===== config.mk =====
export PLATFORM = sky130hd
export DESIGN_NAME = fpadd_pipe
export DESIGN_NICKNAME = d
export VERILOG_FILES = /design/src/rtl/fpadd_pipe.sv
export SDC_FILE = /design/constraint.sdc
export NUM_CORES = 1
export LEC_CHECK = 0
export CAP_MARGIN = 20
export CORE_UTILIZATION = 40
export DETAILED_ROUTE_END_ITERATION = 12
export DONT_BUFFER_PORTS = 1
export PLACE_DENSITY = 0.6
export RECOVER_POWER = 100
export SLEW_MARGIN = 20
export SYNTH_ARGS = -nofsm -noshare
export SYNTH_HDL_FRONTEND = slang
export SYNTH_SLANG_ARGS = --single-unit

===== constraint.sdc =====
create_clock -name clk -period 6.3 [get_ports clk]
set_input_delay 0.945 -clock clk [delete_from_list [all_inputs] [get_ports clk]]
set_output_delay 0.945 -clock clk [all_outputs]
set_load 0.03 [all_outputs]

===== src/rtl/fpadd_pipe.sv =====
// fpadd_pipe: 3-stage pipelined floating-point adder/subtractor with a
// valid/ready handshake, subnormal support and exception flags.
//   S1: unpack, apply sub, resolve specials, compare/swap, align the smaller operand
//   S2: significand add or subtract
//   S3: normalise, round, pack into the output register
// Build macro FPADD_RNE_EN: defined  -> round-to-nearest-even, overflow to +/-inf
//                           undefined -> truncate, overflow clamps to +/-max finite
// Ports:
//   clk, rst_n          clock, synchronous active-low reset
//   in_valid/in_ready   operand handshake (a, b, sub)
//   a, b                operands, W = 1+EXP_W+MAN_W bits
//   sub                 1: a - b, 0: a + b
//   out_valid/out_ready result handshake
//   sum                 result
//   flag_ovf/inv/inx    overflow, invalid, inexact
module fpadd_pipe #(
  parameter int EXP_W = 5,
  parameter int MAN_W = 10
) (
  input  logic               clk,
  input  logic               rst_n,
  input  logic               in_valid,
  output logic               in_ready,
  input  logic [EXP_W+MAN_W:0] a,
  input  logic [EXP_W+MAN_W:0] b,
  input  logic               sub,
  output logic               out_valid,
  input  logic               out_ready,
  output logic [EXP_W+MAN_W:0] sum,
  output logic               flag_ovf,
  output logic               flag_inv,
  output logic               flag_inx
);
  localparam int W     = 1 + EXP_W + MAN_W;
  localparam int N     = MAN_W + 4;   // hidden + fraction + G + R + S
  localparam int SHMAX = MAN_W + 3;
  localparam int XW    = EXP_W + 2;   // room for carry and rounding increment
  localparam logic [EXP_W-1:0] EONES = '1;
  localparam logic [W-1:0]     QNAN  = {1'b0, EONES, 1'b1, {(MAN_W-1){1'b0}}};

  // One shared advance enable: the whole pipe moves or the whole pipe holds.
  logic       en;
  logic [2:0] vld_q;
  assign en        = out_ready || !vld_q[2];
  assign in_ready  = en;
  assign out_valid = vld_q[2];

  // ---------------- S1 ----------------
  logic             sa, sb, nan_a, nan_b, inf_a, inf_b;
  logic [EXP_W-1:0] ea, eb;
  logic [MAN_W-1:0] fa, fb;
  assign sa    = a[W-1];
  assign sb    = b[W-1] ^ sub;
  assign ea    = a[W-2:MAN_W];
  assign eb    = b[W-2:MAN_W];
  assign fa    = a[MAN_W-1:0];
  assign fb    = b[MAN_W-1:0];
  assign nan_a = (ea == EONES) && (fa != '0);
  assign nan_b = (eb == EONES) && (fb != '0);
  assign inf_a = (ea == EONES) && (fa == '0);
  assign inf_b = (eb == EONES) && (fb == '0);

  logic             s1_spec_d, s1_inv_d, s1_sign_d, s1_esub_d;
  logic [W-1:0]     s1_specv_d;
  logic [EXP_W-1:0] s1_exp_d;
  logic [N-1:0]     s1_ml_d, s1_ms_d;
  logic             s1_spec_q, s1_inv_q, s1_sign_q, s1_esub_q;
  logic [W-1:0]     s1_specv_q;
  logic [EXP_W-1:0] s1_exp_q;
  logic [N-1:0]     s1_ml_q, s1_ms_q;

  always_comb begin : s1_comb
    logic             swap, lost;
    logic [EXP_W-1:0] el, es, es_eff;
    logic [MAN_W-1:0] fl, fs;
    logic [N-1:0]     xs;
    int               sh;
    s1_spec_d  = 1'b0;
    s1_inv_d   = 1'b0;
    s1_specv_d = '0;
    if (nan_a || nan_b || (inf_a && inf_b && (sa != sb))) begin
      s1_spec_d  = 1'b1;
      s1_inv_d   = 1'b1;
      s1_specv_d = QNAN;
    end else if (inf_a) begin
      s1_spec_d  = 1'b1;
      s1_specv_d = {sa, EONES, {MAN_W{1'b0}}};
    end else if (inf_b) begin
      s1_spec_d  = 1'b1;
      s1_specv_d = {sb, EONES, {MAN_W{1'b0}}};
    end
    // {exp,frac} order equals magnitude order, so one compare picks the larger.
    swap      = {eb, fb} > {ea, fa};
    el        = swap ? eb : ea;
    es        = swap ? ea : eb;
    fl        = swap ? fb : fa;
    fs        = swap ? fa : fb;
    s1_sign_d = swap ? sb : sa;
    s1_esub_d = sa ^ sb;
    s1_ml_d   = {el != '0, fl, 3'b000};
    xs        = {es != '0, fs, 3'b000};
    s1_exp_d  = (el == '0) ? EXP_W'(1) : el;
    es_eff    = (es == '0) ? EXP_W'(1) : es;
    sh        = int'(s1_exp_d - es_eff);
    if (sh > SHMAX) sh = SHMAX;
    lost = 1'b0;
    for (int i = 0; i < N; i++)
      if (i < sh) lost = lost | xs[i];
    xs      = xs >> sh;
    s1_ms_d = {xs[N-1:1], xs[0] | lost};
  end

  // ---------------- S2 ----------------
  // Smaller magnitude is always subtracted from the larger, so no borrow-out.
  logic [N:0]       s2_sum_d, s2_sum_q;
  logic             s2_spec_q, s2_inv_q, s2_sign_q, s2_esub_q;
  logic [W-1:0]     s2_specv_q;
  logic [EXP_W-1:0] s2_exp_q;
  assign s2_sum_d = s1_esub_q ? ({1'b0, s1_ml_q} - {1'b0, s1_ms_q})
                              : ({1'b0, s1_ml_q} + {1'b0, s1_ms_q});

  // ---------------- S3 ----------------
  logic [W-1:0] s3_sum_d;
  logic         s3_ovf_d, s3_inx_d;

  always_comb begin : s3_comb
    logic [XW-1:0]    e3, e_nrm, eo;
    logic [N-1:0]     m3;
    logic [MAN_W:0]   mm;
    logic [MAN_W+1:0] mr;
    logic [MAN_W-1:0] frac;
    logic             sgn;
    int               lz, lim, sh;
    lz = N;
    for (int i = 0; i < N; i++)
      if (s2_sum_q[i]) lz = N - 1 - i;
    // Left shift stops at effective exponent 1: gradual underflow.
    lim = int'(s2_exp_q) - 1;
    sh  = (lz < lim) ? lz : lim;
    if (s2_sum_q[N]) begin
      m3 = {s2_sum_q[N:2], |s2_sum_q[1:0]};
      e3 = XW'(s2_exp_q) + XW'(1);
    end else begin
      m3 = s2_sum_q[N-1:0] << sh;
      e3 = XW'(s2_exp_q) - XW'(sh);
    end
    mm       = m3[N-1:3];
    s3_inx_d = |m3[2:0];
`ifdef FPADD_RNE_EN
    mr = {1'b0, mm} + {{(MAN_W+1){1'b0}}, m3[2] & (m3[1] | m3[0] | mm[0])};
`else
    mr = {1'b0, mm};
`endif
    // No hidden bit means subnormal: packed exponent 0.
    e_nrm = mm[MAN_W] ? e3 : '0;
    if (mr[MAN_W+1]) begin
      eo   = e_nrm + XW'(1);
      frac = mr[MAN_W:1];
    end else begin
      // Subnormal rounding into the hidden bit becomes the smallest normal.
      eo   = ((e_nrm == '0) && mr[MAN_W]) ? XW'(1) : e_nrm;
      frac = mr[MAN_W-1:0];
    end
    sgn      = ((s2_sum_q == '0) && s2_esub_q) ? 1'b0 : s2_sign_q;
    s3_ovf_d = 1'b0;
    s3_sum_d = {sgn, eo[EXP_W-1:0], frac};
    if (eo >= XW'(EONES)) begin
      s3_ovf_d = 1'b1;
`ifdef FPADD_RNE_EN
      s3_sum_d = {sgn, EONES, {MAN_W{1'b0}}};
`else
      s3_sum_d = {sgn, EONES - EXP_W'(1), {MAN_W{1'b1}}};
`endif
    end
    if (s2_spec_q) begin
      s3_sum_d = s2_specv_q;
      s3_ovf_d = 1'b0;
      s3_inx_d = 1'b0;
    end
  end

  // ---------------- registers ----------------
  always_ff @(posedge clk) begin
    if (!rst_n) begin
      vld_q      <= '0;
      s1_spec_q  <= 1'b0; s1_inv_q <= 1'b0; s1_sign_q <= 1'b0; s1_esub_q <= 1'b0;
      s1_specv_q <= '0;   s1_exp_q <= '0;   s1_ml_q   <= '0;   s1_ms_q   <= '0;
      s2_spec_q  <= 1'b0; s2_inv_q <= 1'b0; s2_sign_q <= 1'b0; s2_esub_q <= 1'b0;
      s2_specv_q <= '0;   s2_exp_q <= '0;   s2_sum_q  <= '0;
      sum        <= '0;
      flag_ovf   <= 1'b0; flag_inv <= 1'b0; flag_inx  <= 1'b0;
    end else if (en) begin
      vld_q      <= {vld_q[1:0], in_valid};
      s1_spec_q  <= s1_spec_d;  s1_inv_q <= s1_inv_d; s1_sign_q <= s1_sign_d;
      s1_esub_q  <= s1_esub_d;  s1_specv_q <= s1_specv_d;
      s1_exp_q   <= s1_exp_d;   s1_ml_q  <= s1_ml_d;  s1_ms_q   <= s1_ms_d;
      s2_spec_q  <= s1_spec_q;  s2_inv_q <= s1_inv_q; s2_sign_q <= s1_sign_q;
      s2_esub_q  <= s1_esub_q;  s2_specv_q <= s1_specv_q;
      s2_exp_q   <= s1_exp_q;   s2_sum_q <= s2_sum_d;
      sum        <= s3_sum_d;
      flag_ovf   <= s3_ovf_d;   flag_inv <= s2_inv_q; flag_inx  <= s3_inx_d;
    end
  end
endmodule


* Yosys cells after proc, flatten, opt, wreduce, memory -nomap -nowiden
Index checks and enable logic that the tools add are counted.
** Operators by class
- Add/subtract/negate cells :: 6
- $mul :: 0
- Div/mod/pow operators :: 0
- Order comparisons :: 15
- Equal/unequal tests :: 3
- Shift-type cells :: 2
- Muxes and demuxes :: 52
- Bitwise logic cells :: 13
- Reduce and logical (&&, ||, !) cells :: 24
** Operator list (number)
- 32-bit 2-to-1 mux :: 15
- 5-bit by 32-bit < comparator with 1-bit output (first input constant) :: 6
- 4-bit by 32-bit < comparator with 1-bit output (first input constant) :: 4
- 16-bit 2-to-1 mux :: 4
- 3-bit by 32-bit < comparator with 1-bit output (first input constant) :: 1
- 32-bit by 6-bit < comparator with 1-bit output :: 1
- 14-bit by 32-bit left shift with 14-bit output :: 1
- 14-bit by 32-bit >> shifter with 14-bit output :: 1
- 15-bit 2-to-1 mux :: 2
- 7-bit 2-to-1 mux :: 3
- 10-bit logical NOT :: 2
- 1-bit 2-to-1 mux :: 20
- 10-bit 2-to-1 mux :: 2
- 5-bit 2-to-1 mux :: 4
- 10-bit nonzero test :: 2
- 14-bit by 14-bit adder with 15-bit output :: 1
- 15-bit > comparator :: 1
- 15-bit logical NOT :: 1
- 14-bit by 14-bit subtractor with 15-bit output :: 1
- 14-bit 2-to-1 mux :: 1
- 1-bit bitwise OR :: 11
- 5-bit == test (second input constant) :: 2
- 5-bit logical NOT :: 2
- 5-bit nonzero test :: 2
- 15 further kinds :: 25
** Storage, ports and cells
- Register bits :: 112
- Latch bits :: 0
- Bits in writable memories :: 0
- Bits in read-only memories :: 0
- Bits of input ports :: 37
- Memories :: 0

* Longest topological paths before layout
Gate-level depths: netlist of run 1.
- Depth in word-level cells :: 30
- Gate-level depth with buffers :: 27
- Gate-level depth less buffers :: 24

* Worst setup path after synthesis of run 1
No wires, ideal clock.
- Kind :: input to register
- From :: input port a[14]
- To :: register s1_ms_q[4]
- Library setup time :: 0.117 ns
- Data arrival time :: 6.617 ns
- Path slack :: -0.434 ns
- Stages :: 25
- Buffers on the path :: 5
- Cells stage by stage :: clkinv_1 ha_1 and4_1 nand4_1 a311o_1 a31oi_1 buf_2 buf_1 nor2_1 a21oi_1 nand4_1 o211a_1 ha_1 fa_1 xor2_1 clkbuf_1 a2111o_1 o2111ai_1 buf_2 buf_2 mux2i_1 nand2_1 a31oi_1 o21ai_0 a32o_1
** Between the ends
- Cells in the longest elaborated chain, start to end :: 8
- Elaborated cells between the ends (all ways) :: 13
** RTL lines
- start, declared :: RTL line 24 : input logic [EXP_W+MAN_W:0] a,
- 15-bit > comparator :: RTL line 93 : swap = {eb, fb} > {ea, fa};
- 5-bit 2-to-1 mux (on tied branches) :: RTL line 94, 95
- 5-bit logical NOT (on tied branches) :: RTL line 102, 103
- 5-bit 2-to-1 mux (on tied branches) :: RTL line 102, 103
- 5-bit by 5-bit subtractor with 6-bit output :: RTL line 104 : sh = int'(s1_exp_d - es_eff);
- 6-bit by 5-bit > comparator with 1-bit output :: RTL line 105 : if (sh > SHMAX) sh = SHMAX;
- 32-bit 2-to-1 mux :: RTL line 105
- 14-bit by 32-bit >> shifter with 14-bit output * :: RTL line 109 : xs = xs >> sh;
- end signal, assigned :: RTL line 196 : s1_exp_q <= s1_exp_d; s1_ml_q <= s1_ml_d; s1_ms_q <= s1_ms_d;
- end, declared :: RTL line 70 : logic [N-1:0] s1_ml_q, s1_ms_q;
Mark *: on every way between the ends. The rest lies on a longest branch, timed or not.
A chain may end at the register's enable or synchronous reset.

* Worst setup path in the final report of run 1
- From :: register s2_sum_q[4]
- To :: register sum[2]
** Between the ends
- Cells in the longest elaborated chain, start to end :: 21
- Elaborated cells between the ends (all ways) :: 23
** RTL lines
- start, declared :: RTL line 115 : logic [N:0] s2_sum_d, s2_sum_q;
- start signal, assigned :: RTL line 199 : s2_exp_q <= s1_exp_q; s2_sum_q <= s2_sum_d;
- 32-bit 2-to-1 mux (10 in series) :: RTL line 136 : if (s2_sum_q[i]) lz = N - 1 - i;
- 32-bit by 6-bit < comparator with 1-bit output :: RTL line 139 : sh = (lz < lim) ? lz : lim;
- 32-bit 2-to-1 mux :: RTL line 139
- 5-bit by 7-bit subtractor with 7-bit output or 14-bit by 32-bit left shift with 14-bit output (tied branches) :: RTL line 145, 144
- 7-bit 2-to-1 mux or 14-bit 2-to-1 mux (tied branches) :: RTL line 140 : if (s2_sum_q[N]) begin
- 7-bit 2-to-1 mux :: RTL line 155 : e_nrm = mm[MAN_W] ? e3 : '0;
- 7-bit logical NOT :: RTL line 161 : eo = ((e_nrm == '0) && mr[MAN_W]) ? XW'(1) : e_nrm;
- 1-bit logical AND :: RTL line 161
- 7-bit 2-to-1 mux :: RTL line 161
- 7-bit by 5-bit >= comparator with 1-bit output :: RTL line 167 : if (eo >= XW'(EONES)) begin
- 15-bit 2-to-1 mux * :: RTL line 167
- 16-bit 2-to-1 mux * :: RTL line 175 : if (s2_spec_q) begin
- end signal, assigned :: RTL line 200 : sum <= s3_sum_d;
- end, declared :: RTL line 29 : output logic [EXP_W+MAN_W:0] sum,
Marks and branches as above.

==> impl_metrics.ini, run 1 <==
[global_route]
grt_first_pass_wirelength_um = 35400
grt_pass1_vias = 6774
grt_max_degree = 58
grt_antenna_before_repair = 0
overflow = 0
grt_use_total_pct = 22.7

[routing]
dr.pass1.iters = 9
vias = 7269
avgRoutedWirePerCell_um = 17.8
antenna_left = 0
viasPerCell = 5.99
routed_wl_um = 21600
drcViolationCount = 4
drtIter0Drc = 591

[synthesis]
ys_seq_elements = 82
synth_edf_count = 0
ys_types = 82
yosys_most_used_dff = dfxtp_1
netlist_area_um2 = 7440
seq_area_frac_synth_pct = 22.1
async_reset_ff_share_pct = 0
syn_inst = 1008
ys_warn_count = 0
syn_nets = 1099
syn_avg_cell_area_um2 = 7.38

[sta]
period_share_pct = 94.0
finalMaxSlewViolations = 58
clock_skew_ns = 0.0130
setup_tns_ns = 0
hold_viol = 0
setup_viol = 0
rsz0062_at_grt = false
tightest_slew_ns = 2.63
fmax_mhz = 169
period_needed_ns = 5.92
max_slew_margin_pct = -75.2

[cells_and_area]
drive_gt1_share_pct = 7.01
stdcell_count = 1213
nets = 1070
area.growth.synth_to_final_pct = 7.17
ff_latch_area_um2 = 1640
n_antenna_cell = 0
multi_input_area_um2 = 5310
fin_area_um2 = 7970
fill_cells = 1847

[clock_tree]
cts_tree = done
holdBufCountCts = 0
cts_buffer_depth = 2
h-tree-depth = 3
clkSinkCount = 82
cts_made_buffers = 9
cts.reportedPaths.clkPinSlew_ns = 0.08
cts-root-buf = clkbuf_16
insertion_delay_ns = 0.36

[critical_path]
crit_chain = nor4_1, nor2_1, nor4b_1, ha_1, o21a_1, nor2_1, or2_2, a31oi_1, mux2i_2, inv_1, ha_1, a21oi_1, nor4_1, a31oi_1, o21ai_0, nand4_1, o21ai_0, and2_1, o21bai_1, o21ai_0
required_ns = 6.52
arrival_ns = 6.14
critPathCaptureType = register
crit_family = simple AND/OR/NAND/NOR gates
slowest_stage = nor4_1
slowest_delay_ns = 0.65
critical_path_class = register to register
path_max_fanout = 8
start_kind = register
critPathBufInv = 1
crit_top_cell = o21ai_0

[place]
gp_congestion = 0.920
dp.cells = 1197
place_area_um2 = 7680
dp_hpwl_um = 16200
io_buffers = 0

[hold_path]
holdCritPathClass = register to register

[power]
power_switching_w = 0.00128
p_total_w = 0.00276
power_leakage_nw = 3.29
clock_power_share_pct = 19.7
power.internal_w = 0.00148
netSwitchingFraction_pct = 46.4
p_seq_share_pct = 27.7
ir_worst_vdd_mv = 0.146
power.density_nw_per_um2 = 347
p_comb_share_pct = 52.7

[floorplanning]
fp.dieArea_um2 = 19100
die_x_um = 138
boundaryPins = 58
start_util_pct = 41.1
core_um2 = 18100
rows = 49
die_y_um = 138

[outcome]
outcome = complete, but fails checks
violations = DRC, capacitance limit, slew limit

[flow_run]
cap_violations = 1
## Yosys cell counts, types with 7 or more instances
master / count / area [µm²]
nand3_1: 18 / 90.1
and2_1: 7 / 43.8
dfxtp_1: 82 / 1640
xnor2_1: 15 / 131
buf_1: 10 / 37.5
nor2_1: 91 / 342
buf_2: 11 / 55.1
nor3_1: 25 / 125
nor2b_1: 13 / 81.3
nand2b_1: 7 / 43.8
ha_1: 51 / 638
clkbuf_1: 41 / 154
a22o_1: 11 / 96.3
nor4_1: 9 / 56.3
xor2_1: 8 / 70.1
a21o_1: 12 / 90.1
nand2_1: 110 / 413
o21ai_0: 73 / 365
nand4_1: 10 / 62.6
a211oi_1: 20 / 150
mux2i_1: 54 / 541
a22oi_1: 7 / 52.6
and3_1: 7 / 43.8
a31oi_1: 19 / 119
o211ai_1: 24 / 180
a21oi_1: 72 / 360
inv_1: 66 / 248
## tightest hold or removal path, stage by stage, from the launching register on
cell and delay [ns]:
dfxtp_1 0.31, nand2_1 0.05, a21oi_1 0.05
## cell usage in the layout, fill, tap and decap left out, drive strengths merged, types with 9 or more instances in the layout
master,count
nand2,110
nor2,92
dfxtp,82
o21ai,75
a21oi,72
inv,72
mux2i,55
ha,51
nor3,25
o211ai,24
buf,21
a211oi,20
a31oi,19
nand3,18
xnor2,15
nor2b,13
a21o,12
a22o,11
clkbuf,11
nand4,10
nor4,9
or2,9
## power groups by stage
stage          Combinational, W  Sequential [W]  Clock, W
3_5_place_dp            0.00143        0.000776         0
2_1_floorplan           0.00115        0.000717         0
6_report                0.00146        0.000765  0.000544
5_1_grt                 0.00161        0.000777  0.000578
4_1_cts                 0.00144        0.000764  0.000552
3_3_place_gp            0.00143        0.000774         0
## layout make-up
cell class,count,share of cell area [%]
clock buffer,9,2.83
timing repair buffer,23,2.12
clock inverter,7,0.957
tap,229,3.59
inverter,70,3.36
multi-input combinational,793,66.6
sequential,82,20.6
## cells by family after synthesis
logic type                 share of synthesized area [%]
and+or+nand+nor                                     20.8
DFF                                                 22.1
adders and majority gates                           9.39
buffers and inverters                               7.06
xor gates and xnor gates                            2.71
AOI/OAI and AO/OA                                   29.3
muxes                                               8.71
## metal layers
layer / track usage [%] / vias to the layer above / share of wire (%)
met5: 0 / - / 0
met4: 6.27 / 0 / 1.4
met3: 3.78 / 24 / 4.7
met2: 36.0 / 191 / 45
met1: 31.6 / 3432 / 49
li1: - / 3622 / -
## repair_timing
action / in CTS / in global routing
setup endpoints to repair: 0 / 14
setup buffers: 0 / 0
gates resized for setup: 0 / 2
## final timing paths
kind / startpoint / end / slack (ns) / cells past startpoint
max: s2_sum_q[4] / sum[2] / 0.38 / 20
min: s2_sign_q / s2_sign_q / 0.45 / 2
max reg2reg: s2_sum_q[4] / sum[2] / 0.38 / 20
min reg2reg: s2_sign_q / s2_sign_q / 0.45 / 2
## flip-flops by register name, summed over array words and instances, names as in the netlist
| register | flops |
|---|---|
| sum | 16 |
| s2_sum_q | 15 |
| s1_ms_q | 14 |
| s1_ml_q | 11 |
| s1_exp_q | 5 |
| s2_exp_q | 5 |
| vld_q | 3 |
| s1_specv_q | 2 |
| s2_specv_q | 2 |
| flag_inv | 1 |
| flag_inx | 1 |
| flag_ovf | 1 |
| s1_esub_q | 1 |
| s1_sign_q | 1 |
| s1_spec_q | 1 |
| s2_esub_q | 1 |
| s2_sign_q | 1 |
| s2_spec_q | 1 |
## metrics by stage
step           worst slack, ns  util [%]  hold slack (ns)
2_1_floorplan           0.0125         -            0.427
3_3_place_gp            0.0336      42.4            0.435
3_5_place_dp           0.00527      42.4            0.444
4_1_cts                  0.377      44.1            0.455
5_1_grt                 0.0434      44.1            0.479
6_report                 0.379      44.1            0.453
Power figures use the tool's default switching activity.
==> run 2, diff against run 1 <==
==> constraint.sdc (replaced) <==
create_clock -name clk -period 6.3 [get_ports clk]
set_input_delay 0.63 -clock clk [delete_from_list [all_inputs] [get_ports clk]]
set_output_delay 0.63 -clock clk [all_outputs]
set_load 0.03 [all_outputs]
==> run 2 against run 1 <==
- sequential share of layout area about the same
- utilization barely moved
- non-clock buffer count shrank 3
- register-to-register slack improved by 0.19 ns
- fmax is 3.3% higher
- die area unchanged
- critical path type unchanged
- largest cell class unchanged
- via count shrank 0.21%
- sequential cell count did not move
- clock-buffer cell count did not move
- the run still ends with DRC, capacitance limit, slew limit left
- global-route usage is 0.28 points lower
- total power is 1.4% higher
==> impl_metrics.ini, run 2 (synthesized netlist as in run 1, its figures left out) <==
[floorplanning]
die_y_um = 138
boundaryPins = 58
start_util_pct = 41.1
core_um2 = 18100
fp.dieArea_um2 = 19100
rows = 49
die_x_um = 138

[power]
power.internal_w = 0.00154
clock_power_share_pct = 21.4
p_seq_share_pct = 27.3
ir_worst_vdd_mv = 0.168
netSwitchingFraction_pct = 44.9
p_total_w = 0.00280
power.density_nw_per_um2 = 351
power_leakage_nw = 3.29
p_comb_share_pct = 51.3
power_switching_w = 0.00126

[critical_path]
required_ns = 6.50
slowest_stage = nor4_1
critPathBufInv = 1
start_kind = register
path_max_fanout = 7
critical_path_class = register to register
crit_family = simple AND/OR/NAND/NOR gates
regToRegSetupSlack_ns = 0.57
path_depth = 20
timing.rr.end = sum[5]
critPathCaptureType = register
crit_chain = nor4_1, nor2_1, nor4b_1, ha_1, o21a_1, nor2_1, or2_2, a31oi_1, mux2i_2, inv_1, ha_1, a21oi_1, nand2b_1, a31oi_1, o21ai_0, nand4_1, o21ai_0, and2_0, o21bai_1, o211ai_1
r2r_start = s2_sum_q[2]
arrival_ns = 5.93
r2r.worst_path.cells = 20
slowest_delay_ns = 0.61

[global_route]
grt_use_total_pct = 22.4
grt_first_pass_wirelength_um = 35100
grt_antenna_before_repair = 0
grt_max_degree = 60
overflow = 0
grt_pass1_vias = 6671

[sta]
hold_viol = 0
finalMaxSlewViolations = 58
max_slew_margin_pct = -74.5
fmax_mhz = 174
period_share_pct = 91.0
clock_skew_ns = 0.0182
tightest_slew_ns = 2.62
period_needed_ns = 5.73
rsz0062_at_grt = false
setup_viol = 0
setup_tns_ns = 0

[routing]
antenna_left = 0
detailroute.wirelength.met2_um = 9520
viasPerCell = 6.00
drtIter0Drc = 578
drcViolationCount = 6
dr.pass1.iters = 9
vias = 7254
met3_length_um = 1130
avgRoutedWirePerCell_um = 17.7
top_layer_used = met4
wl_met1_um = 10400
routed_wl_um = 21400

[hold_path]
holdPathStages = 2
whs_endpoint = sum[10]
min_from = rst_n
holdCritPathClass = primary input to register

[clock_tree]
cts.reportedPaths.clkPinSlew_ns = 0.07
clkSinkCount = 82
cts-root-buf = clkbuf_16
cts_buffer_depth = 2
cts_tree = done
h-tree-depth = 3
cts_made_buffers = 9
insertion_delay_ns = 0.35
holdBufCountCts = 0

[outcome]
violations = DRC, capacitance limit, slew limit
outcome = complete, but fails checks

[place]
io_buffers = 0
dp_hpwl_um = 16000
gp_congestion = 0.947

[cells_and_area]
drive_gt1_share_pct = 6.63
largest_register_ffs = 16
nets = 1067
layout_common_cells = 110 x nand2_1, 92 x nor2_1, 82 x dfxtp_1, 74 x o21ai_0, 72 x a21oi_1
area.growth.synth_to_final_pct = 7.22
fill_cells = 1853
largest-register = sum
reg_top3 = sum x16, s2_sum_q x15, s1_ms_q x14
fin_util_pct = 44.1
n_antenna_cell = 0
final_common_cell = nand2_1

[flow_run]
cap_violations = 1
## run 2: final cells by class
| cell class | instances | area [µm²] | share of cell area (%) |
|---|---|---|---|
| inverter | 70 | 268 | 3.36 |
| clock buffer | 9 | 225 | 2.82 |
| timing repair buffer | 20 | 146 | 1.84 |
| tap | 229 | 287 | 3.59 |
| clock inverter | 7 | 109 | 1.36 |
| multi-input combinational | 793 | 5300 | 66.4 |
| sequential | 82 | 1640 | 20.6 |
## run 2: timing repair
action | CTS | global route
gates resized for setup | 0 | 1
setup endpoints to repair | 0 | 5
setup buffers | 0 | 0
## run 2: worst max path at each step
stage | startpoint | to | slack (ns)
CTS | s2_sum_q[2] | sum[5] | 0.54
floorplan | a[14] | s1_ms_q[4] | 0.03
finish | s2_sum_q[2] | sum[5] | 0.57
global route | s2_sum_q[2] | sum[2] | 0.09
global placement | s2_sum_q[2] | sum[7] | 0.52
detailed placement | a[14] | s1_ms_q[8] | 0.36
## run 2: stage by stage
step	cells	setup slack, ns	instance area, µm²	hold slack [ns]
finish	1210	0.569	7980	0.395
global route	1210	0.0890	7980	0.400
CTS	1210	0.542	7990	0.385
detailed placement	1194	0.355	7650	0.447
global placement	1194	0.521	7650	0.437
floorplan	1008	0.0318	7440	0.427
## run 2: power by group through the flow
stage / sequential (W) / combinational [W] / clock [W]
floorplan: 0.000717 / 0.00114 / 0
global placement: 0.000774 / 0.00142 / 0
detailed placement: 0.000774 / 0.00141 / 0
CTS: 0.000763 / 0.00142 / 0.000610
global route: 0.000776 / 0.00158 / 0.000632
finish: 0.000765 / 0.00144 / 0.000599
## run 2: metal layers
layer  vias up  GRT usage, %
li1       3606             -
met1      3414          31.1
met2       208          36.1
met3        26          3.12
met4         0          6.27
met5         -             0
